File: config.mk
export PLATFORM = sky130hd
export DESIGN_NAME = demux8_deser
export DESIGN_NICKNAME = d
export VERILOG_FILES = /design/src/rtl/demux8_pkg.sv /design/src/rtl/demux8_slot_ctr.sv /design/src/rtl/demux8_deser.sv
export SDC_FILE = /design/constraint.sdc
export NUM_CORES = 1
export LEC_CHECK = 0
export ABC_AREA = 1
export BUFFER_PORTS_ARGS = -buffer_cell sky130_fd_sc_hd__buf_4
export CORE_ASPECT_RATIO = 1.2
export CORE_MARGIN = 1.5
export CORE_UTILIZATION = 58
export CTS_BUF_LIST = sky130_fd_sc_hd__clkbuf_8
export DETAILED_ROUTE_END_ITERATION = 12
export PLACE_DENSITY = 0.85
export SLEW_MARGIN = 10
export SYNTH_ARGS = -nofsm -noshare
export SYNTH_HDL_FRONTEND = slang
export SYNTH_HIERARCHICAL = 1
export SYNTH_SLANG_ARGS = --single-unit
File: constraint.sdc
create_clock -name clk -period 2 [get_ports clk]
set_input_delay 0 -clock clk [delete_from_list [all_inputs] [get_ports clk]]
set_output_delay 0 -clock clk [all_outputs]
set_load 0.02 [all_outputs]
File: src/rtl/demux8_pkg.sv
// demux8_pkg: shared slot-counter constants and slot sequencing helpers
package demux8_pkg;
  localparam int SLOT_W = 3;
  localparam int NUM_SLOTS = 8;
  function automatic logic [SLOT_W-1:0] start_slot(input logic lsb_first);
    return lsb_first ? '0 : SLOT_W'(NUM_SLOTS - 1);
  endfunction
  function automatic logic [SLOT_W-1:0] next_slot(input logic [SLOT_W-1:0] slot, input logic lsb_first);
    return lsb_first ? slot + 1'b1 : slot - 1'b1;
  endfunction
endpackage

File: src/rtl/demux8_slot_ctr.sv
// demux8_slot_ctr: demux select counter with sof reload, byte-wrap and pending-bit flags
module demux8_slot_ctr
  import demux8_pkg::*;
#(
  parameter bit LSB_FIRST = 1'b1
) (
  input  logic              clk,
  input  logic              reset,
  input  logic              accept,
  input  logic              sof,
  output logic [SLOT_W-1:0] slot,
  output logic [SLOT_W-1:0] wr_idx,
  output logic              wrap,
  output logic              pending
);
  localparam logic [SLOT_W-1:0] START = start_slot(LSB_FIRST);
  logic [SLOT_W-1:0] slot_q, slot_d;
  assign slot    = slot_q;
  assign wr_idx  = sof ? START : slot_q;
  assign pending = slot_q != START;
  // a byte completes when the slot just written is the last before the start slot
  assign wrap    = accept & (next_slot(wr_idx, LSB_FIRST) == START);
  always_comb begin
    slot_d = accept ? next_slot(wr_idx, LSB_FIRST) : slot_q;
  end
  always_ff @(posedge clk or posedge reset) begin
    if (reset) slot_q <= START;
    else       slot_q <= slot_d;
  end
endmodule

File: src/rtl/demux8_deser.sv
// demux8_deser: bit-serial to byte deserializer with two-deep byte buffering and valid/ready handshakes
module demux8_deser
  import demux8_pkg::*;
#(
  parameter bit LSB_FIRST = 1'b1
) (
  input  logic              clk,
  input  logic              reset,
  input  logic              bit_in,
  input  logic              bit_valid,
  output logic              bit_ready,
  input  logic              sof,
  output logic [7:0]        byte_out,
  output logic              byte_valid,
  input  logic              byte_ready,
  output logic [SLOT_W-1:0] slot,
  output logic              frame_err
);
  logic [7:0]        asm_q, asm_d, byte_out_q, byte_out_d, merged;
  logic              asm_full_q, asm_full_d, byte_valid_q, byte_valid_d, frame_err_q, frame_err_d;
  logic              accept, drain, wrap, pending, load_out;
  logic [SLOT_W-1:0] wr_idx;
  assign bit_ready  = !asm_full_q;
  assign accept     = bit_valid & bit_ready;
  assign drain      = byte_valid_q & byte_ready;
  assign byte_out   = byte_out_q;
  assign byte_valid = byte_valid_q;
  assign frame_err  = frame_err_q;
  demux8_slot_ctr #(.LSB_FIRST(LSB_FIRST)) u_ctr (
    .clk(clk), .reset(reset), .accept(accept), .sof(sof),
    .slot(slot), .wr_idx(wr_idx), .wrap(wrap), .pending(pending)
  );
  // sof restarts assembly from an empty register, dropping any partial byte
  always_comb begin
    merged         = sof ? '0 : asm_q;
    merged[wr_idx] = bit_in;
    load_out       = accept & wrap & (!byte_valid_q | byte_ready);
    byte_out_d     = load_out ? merged : (drain & asm_full_q) ? asm_q : byte_out_q;
    byte_valid_d   = load_out | (drain ? asm_full_q : byte_valid_q);
    asm_full_d     = (accept & wrap & !load_out) | (asm_full_q & !drain);
    asm_d          = (load_out | (drain & asm_full_q)) ? '0 : accept ? merged : asm_q;
    frame_err_d    = accept & sof & pending;
  end
  always_ff @(posedge clk or posedge reset) begin
    if (reset) begin
      asm_q        <= '0;
      asm_full_q   <= 1'b0;
      byte_out_q   <= '0;
      byte_valid_q <= 1'b0;
      frame_err_q  <= 1'b0;
    end else begin
      asm_q        <= asm_d;
      asm_full_q   <= asm_full_d;
      byte_out_q   <= byte_out_d;
      byte_valid_q <= byte_valid_d;
      frame_err_q  <= frame_err_d;
    end
  end
endmodule

==> results of run 1 <==
==> layout by cell type, fill, tap and decap left out <==
cell	Yosys	final
sky130_fd_sc_hd__ha_1	1	1
sky130_fd_sc_hd__inv_2	4	4
sky130_fd_sc_hd__dfrtp_1	22	22
sky130_fd_sc_hd__o21ai_1	1	1
sky130_fd_sc_hd__o21ai_0	5	5
sky130_fd_sc_hd__clkbuf_8	0	4
sky130_fd_sc_hd__nor2_1	24	24
sky130_fd_sc_hd__nand2_2	4	4
sky130_fd_sc_hd__nand3_1	26	26
sky130_fd_sc_hd__inv_1	25	25
sky130_fd_sc_hd__o22ai_1	1	1
sky130_fd_sc_hd__buf_4	0	22
sky130_fd_sc_hd__nor2_4	4	4
sky130_fd_sc_hd__nand2_1	63	63
sky130_fd_sc_hd__dlygate4sd3_1	0	1
sky130_fd_sc_hd__nor2_2	2	2
sky130_fd_sc_hd__nand3_4	1	1
sky130_fd_sc_hd__a21oi_1	1	1
sky130_fd_sc_hd__nand4_1	9	9
==> worst min-delay path: stages <==
cell and delay (ns):
sky130_fd_sc_hd__buf_4 0.12, sky130_fd_sc_hd__nand3_4 0.08, sky130_fd_sc_hd__o22ai_1 0.06
==> area by class of cell <==
class / instances / area [sq um] / area share, %
clock buffers: 4 / 55.05 / 3.451
inverters: 29 / 108.9 / 6.824
multi-input cells: 142 / 666.9 / 41.80
flip-flops and latches: 22 / 550.5 / 34.51
well taps: 31 / 38.79 / 2.431
repair buffers: 23 / 175.2 / 10.98
==> power by group through the flow <==
stage / Clock (uW) / Sequential, uW / Combinational [uW]
after floorplan: 0 / 474 / 72.9
after global placement: 0 / 471 / 102
final: 322 / 463 / 110
after detailed placement: 0 / 472 / 106
after CTS: 325 / 463 / 109
after global routing: 343 / 465 / 125
==> sequential cells by signal, summed over array words and instances, names as in the netlist <==
signal / flops
asm_full_q: 1
asm_q: 8
byte_out: 8
byte_valid: 1
frame_err: 1
u_ctr/slot: 3
==> per-stage QoR <==
stage / hold WS [ns] / power, uW / cell area, sq um
final: 0.04703 / 895.3 / 1595
after global routing: 0.04739 / 933.3 / 1595
after CTS: 0.04174 / 896.5 / 1595
after detailed placement: -0.1063 / 578.2 / 1530
after global placement: -0.1206 / 573.2 / 1530
after floorplan: -0.2464 / 546.4 / 1371
==> how the worst max path moves through the flow <==
stage	startpoint	to	slack, ns	depth (start not counted)
floorplan	u_ctr/slot[0]	byte_out[2]	0.26	11
global placement	u_ctr/slot[0]	asm_q[7]	0.35	10
detailed placement	u_ctr/slot[0]	asm_q[5]	0.25	10
CTS	u_ctr/slot[0]	byte_out[5]	0.20	9
global route	u_ctr/slot[0]	byte_out[6]	0.04	9
finish	u_ctr/slot[0]	byte_out[5]	0.17	9
==> layer usage <==
layer,GRT usage (%),share of wire [%]
met1,30.82,41
met2,44.21,50
met3,4.180,6.1
met4,15.87,2.2
met5,0,0
==> logic make-up after synthesis <==
group | Yosys count | share of synthesized area, %
DFF | 22 | 40.15
AOI/OAI and AO/OA | 8 | 3.010
buffers and inverters | 36 | 11.22
adders and majority gates | 1 | 0.9123
and+or+nand+nor | 133 | 44.71
==> results.toml, run 1 <==
[sta]
f_max_ghz = 0.5454
timing.clock.skew_ns = 0.007193
total_count_of_max_transition_violations_in_the_final_report = 0
worst_slew_pin_slew_ns = 0.7129
hold_violations = 0
post-route-period-util_pct = 91.67
setup_total_negative_slack_ns = 0
min_tclk_post_route_ns = 1.833
finalSetupViolCount = 0
rsz0062_at_grt = "no"
postLayoutSetupSlackWorst_ns = 0.1666
timing.max_slew.rel_slack_pct = 52.42

[setup_path]
crit_arrival_ns = 2.04
critical_path_required_ns = 2.20
path_delay_family = "simple AND/OR/NAND/NOR gates"
r2r_setup_slack_ns = 0.17
critical-path-slowest-cell = "sky130_fd_sc_hd__dfrtp_1"
critical_path_buf_inv_count = 1
crit-reg2reg-capture = "byte_out[5]"
worst-setup-path-type = "reg2reg"
worstReg2RegStart = "u_ctr/slot[0]"
start_kind = "register"
cpPeakStageDelay_ns = 0.44
critPathMostFrequentCell = "sky130_fd_sc_hd__nand2_1"
worst_setup_path_end_kind = "register"
ff2ff_path_depth = 9
timing.critical_path.fanout_max = 8
cell_chain_of_the_critical_path = "nand2_1 -> inv_1 -> ha_1 -> nand3_1 -> nor2_1 -> nand3_1 -> o21ai_0 -> nand2_1 -> nand2_1"

[cts]
cts_buf_count = 3
buffer_cell_driving_the_clock_tree_root = "sky130_fd_sc_hd__clkbuf_8"
tritoncts = "built"
cts_setup_buffers = 0
cts.sink_count = 22
cts-root-to-sink-buffers = 2
post_cts.resized_instances = 0
clk_transition_reported_paths_ns = 0.08
clock_tree.htree_level_count = 1
hold_buffers = 1
worstSkewPairLatency_ns = 0.26

[placed_design]
dp_wirelength_um = 2181
port_buffers = 19
dp_cells = 246
pre_cts_slack_ns = 0.2491
gp_congestion = 0.8779

[yosys]
synth_top_area_cell = "sky130_fd_sc_hd__dfrtp_1"
postSynth.topFlopCell = "sky130_fd_sc_hd__dfrtp_1"
synth-edff-count = 0
netlist_area_sq_mm = 0.001371
postSynthNetCount = 207
synth_top_cells_by_area = "sky130_fd_sc_hd__dfrtp_1 40%, sky130_fd_sc_hd__nand2_1 17%, sky130_fd_sc_hd__nand3_1 9.5%"
synth_common_cells = "63 x sky130_fd_sc_hd__nand2_1, 26 x sky130_fd_sc_hd__nand3_1, 25 x sky130_fd_sc_hd__inv_1, 24 x sky130_fd_sc_hd__nor2_1, 22 x sky130_fd_sc_hd__dfrtp_1"
synth-seq-area-share_pct = 40.15
yosys.cell_count.top_type = "sky130_fd_sc_hd__nand2_1"
synth_cells = 200
yosys_register_bits = 22
yosys_warnings = 6
synthDistinctLibCells = 19
synth_top_area_share_pct = 40.15
ys_async_sr_fraction_pct = 100.0
synth.avg_cell_area_sq_um = 6.857

[power_and_ir_drop]
switchingPower_uw = 225.8
share_clk_of_total_power_pct = 35.9
power_per_cell_area_mw_per_mm2 = 561.2
power.share.combinational_pct = 12.3
internal-power_uw = 669.6
vdd_drop_max_v = 0.0004577
power.share.sequential_pct = 51.8
leakage_uw = 0.0009117
netSwitchingFraction_pct = 25.21

[status]
status = "finished clean"

[routing]
post_detailed_route_via_to_cell_ratio = 5.311
drt_pass1_iterations = 5
drcViolationCount = 0
postRouteAntennaNets = 0
routed_wirelength_um = 3151
drt_iter0_drc = 71
vias = 1333
wl_per_cell_um = 12.55

[floorplan]
core_area_sq_mm = 0.002258
die-area_sq_mm = 0.002666
dieHeight_um = 56.27
die_x_um = 47.39
row_count = 19
ioPinCount = 20
initial_core_util_pct = 60.72

[min_path]
holdCritPathClass = "in2reg"
min_delay_path_depth = 3
hold_worst_path_end = "asm_full_q"
worst_hold_startpoint = "bit_valid"

[finish]
final_cells = 251
fillerInstances = 202
areaGrowthSynthToFinish_pct = 16.33
antenna_cells = 0
layout.nets = 228
layout-drive-gt1-share_pct = 18.64
layout.core_utilization_pct = 70.64

[run]
cap_viol_max_count = 0

[global_route]
wire_length_of_the_first_global_routing_pass_um = 5195
grt_max_degree = 20
antenna_found_initial = 0
gr-total-overflow = 0
track_usage_pct = 26.85
grt_pass1_vias = 1273
Power figures use the tool's default switching activity.
==> run 2: changes to the inputs <==
--- a/config.mk
+++ b/config.mk
@@ -9,12 +9,11 @@
 export BUFFER_PORTS_ARGS = -buffer_cell sky130_fd_sc_hd__buf_4
 export CORE_ASPECT_RATIO = 1.2
 export CORE_MARGIN = 1.5
-export CORE_UTILIZATION = 58
+export CORE_UTILIZATION = 40
 export CTS_BUF_LIST = sky130_fd_sc_hd__clkbuf_8
 export DETAILED_ROUTE_END_ITERATION = 12
-export PLACE_DENSITY = 0.85
+export PLACE_DENSITY = 0.63
 export SLEW_MARGIN = 10
 export SYNTH_ARGS = -nofsm -noshare
 export SYNTH_HDL_FRONTEND = slang
-export SYNTH_HIERARCHICAL = 1
 export SYNTH_SLANG_ARGS = --single-unit
==> results.toml, run 2 <==
[floorplan]
row_count = 23
dieHeight_um = 66.97
initial_core_util_pct = 41.21
die_x_um = 56.31
ioPinCount = 20
die-area_sq_mm = 0.003770
core_area_sq_mm = 0.003309

[sta]
post-route-period-util_pct = 88.29
worst_slew_pin_slew_ns = 0.8642
timing.max_slew.rel_slack_pct = 42.32
postLayoutSetupSlackWorst_ns = 0.2343
finalSetupViolCount = 0
timing.clock.skew_ns = 0.01279
rsz0062_at_grt = "no"
f_max_ghz = 0.5663
total_count_of_max_transition_violations_in_the_final_report = 0
setup_total_negative_slack_ns = 0
hold_violations = 0
min_tclk_post_route_ns = 1.766

[yosys]
synthDistinctLibCells = 25
postSynthNetCount = 172
yosys_warnings = 0
synth_top_cells_by_area = "sky130_fd_sc_hd__dfrtp_1 40%, sky130_fd_sc_hd__nand2_1 14%, sky130_fd_sc_hd__nand3_1 11%"
synth_top_area_cell = "sky130_fd_sc_hd__dfrtp_1"
synth_cells = 165
postSynth.topFlopCell = "sky130_fd_sc_hd__dfrtp_1"
yosys_register_bits = 22
synth-seq-area-share_pct = 40.37
synth.avg_cell_area_sq_um = 8.266
synth-edff-count = 0
netlist_area_sq_mm = 0.001364
ys_async_sr_fraction_pct = 100.0
synth_common_cells = "51 x sky130_fd_sc_hd__nand2_1, 31 x sky130_fd_sc_hd__nand3_1, 22 x sky130_fd_sc_hd__dfrtp_1, 8 x sky130_fd_sc_hd__a21oi_2, 7 x sky130_fd_sc_hd__inv_1"
yosys.cell_count.top_type = "sky130_fd_sc_hd__nand2_1"
synth_top_area_share_pct = 40.37

[power_and_ir_drop]
power.share.sequential_pct = 40.4
netSwitchingFraction_pct = 40.96
vdd_drop_max_v = 0.0005369
switchingPower_uw = 671.6
power_per_cell_area_mw_per_mm2 = 1025
internal-power_uw = 967.8
design_power_total_uw = 1639
share_clk_of_total_power_pct = 20.2
power.share.combinational_pct = 39.4
leakage_uw = 0.0007648

[cts]
clock_tree.htree_level_count = 1
hold_buffers = 1
tritoncts = "built"
cts-root-to-sink-buffers = 2
clk_transition_reported_paths_ns = 0.09
buffer_cell_driving_the_clock_tree_root = "sky130_fd_sc_hd__clkbuf_8"
cts_buf_count = 3
cts_setup_buffers = 0
cts.sink_count = 22
post_cts.resized_instances = 0
worstSkewPairLatency_ns = 0.27

[global_route]
track_usage_pct = 19.60
wire_length_of_the_first_global_routing_pass_um = 5775
grt_max_degree = 23
antenna_found_initial = 0
grt_pass1_vias = 1232
gr-total-overflow = 0

[min_path]
worst_hold_startpoint = "byte_ready"
hold_worst_path_end = "asm_full_q"
min_delay_path_depth = 4
holdCritPathClass = "in2reg"

[finish]
layout.nets = 194
antenna_cells = 0
layout-drive-gt1-share_pct = 29.57
final_cells = 223
most_used_cells_in_the_layout_excluding_fill_and_tap_cells = "51 x sky130_fd_sc_hd__nand2_1, 31 x sky130_fd_sc_hd__nand3_1, 22 x sky130_fd_sc_hd__dfrtp_1, 19 x sky130_fd_sc_hd__buf_4, 8 x sky130_fd_sc_hd__a21oi_2"
areaGrowthSynthToFinish_pct = 17.25
fillerInstances = 319
most_common_cell_after_layout_fill_and_taps_aside = "sky130_fd_sc_hd__nand2_1"

[placed_design]
gp_congestion = 0.8267
dp_wirelength_um = 2336
pre_cts_slack_ns = 0.2729
dp_cells = 218
port_buffers = 19

[setup_path]
critical_path_required_ns = 2.15
r2r_setup_slack_ns = 0.23
worst_setup_path_end_kind = "register"
critPathMostFrequentCell = "sky130_fd_sc_hd__nor2_4"
crit_arrival_ns = 1.92
worstReg2RegStart = "u_ctr.slot[0]"
critical-path-slowest-cell = "sky130_fd_sc_hd__dfrtp_1"
ff2ff_path_depth = 8
cell_chain_of_the_critical_path = "inv_2 -> nor2_4 -> ha_1 -> inv_1 -> nor2_4 -> nand4_4 -> nand2_4 -> a21oi_2"
cpPeakStageDelay_ns = 0.49
start_kind = "register"
worst-setup-path-type = "reg2reg"
timing.critical_path.fanout_max = 9
crit-reg2reg-capture = "asm_q[6]"

[routing]
wl_per_cell_um = 13.99
drt_pass1_iterations = 4
drcViolationCount = 0
vias = 1191
routed_wirelength_um = 3119
postRouteAntennaNets = 0
post_detailed_route_via_to_cell_ratio = 5.341
drt_iter0_drc = 34

[run]
cap_viol_max_count = 0

[status]
status = "finished clean"
## run 2: worst max-delay path by stage
stage | endpoint | start | slack, ns
floorplan | asm_q[0] | u_ctr.slot[0] | 0.34
finish | asm_q[6] | u_ctr.slot[0] | 0.23
global placement | asm_q[1] | u_ctr.slot[0] | 0.35
global route | asm_q[6] | u_ctr.slot[0] | 0.11
CTS | asm_q[6] | u_ctr.slot[0] | 0.24
detailed placement | asm_q[6] | u_ctr.slot[0] | 0.27
## run 2: cell type report
class / instances / area (sq um) / area share (%)
Multi-Input combinational cell: 127 / 743.2 / 46.48
Sequential cell: 22 / 550.5 / 34.43
Timing Repair Buffer: 20 / 152.6 / 9.546
Clock buffer: 4 / 55.05 / 3.443
Inverter: 13 / 51.30 / 3.208
Tap cell: 37 / 46.29 / 2.895
## run 2: cell families after synthesis
kind of cell    after synthesis  synth area share, %
simple gates                112                46.15
fa+ha+maj                     1               0.9173
compound gates               14                7.431
buf+inv                      16                5.139
flops                        22                40.37
## run 2: worst max-delay path: cells and delay by family (launching register included)
kind / cells / cell delay [ns]
buf+inv: 2 / 0.20
flops: 1 / 0.49
compound gates: 1 / 0.04
simple gates: 4 / 0.74
fa+ha+maj: 1 / 0.17
## run 2: layer usage
layer  up-vias  wire [um]  track usage (%)
met3         7        143            4.078
met5         -          0                0
met4         0         59            8.631
li1        593          -                -
met2        37       1517            33.38
met1       554       1398            23.83
## run 2: per-stage QoR
step           instance area (sq um)  utilization, %  hold WS, ns
2_1_floorplan                   1364               -     -0.01077
3_5_place_dp                    1534           46.35       0.2297
3_3_place_gp                    1534           46.35       0.2192
6_report                        1599           48.32      0.03178
5_1_grt                         1599           48.32      0.06585
4_1_cts                         1599           48.32      0.03515
## run 2: power groups by stage
stage,clock network (uW),logic (uW),registers (uW)
after global placement,0,638,667
final,330,646,663
after floorplan,0,366,740
after global routing,347,720,681
after detailed placement,0,647,672
after CTS,331,651,664
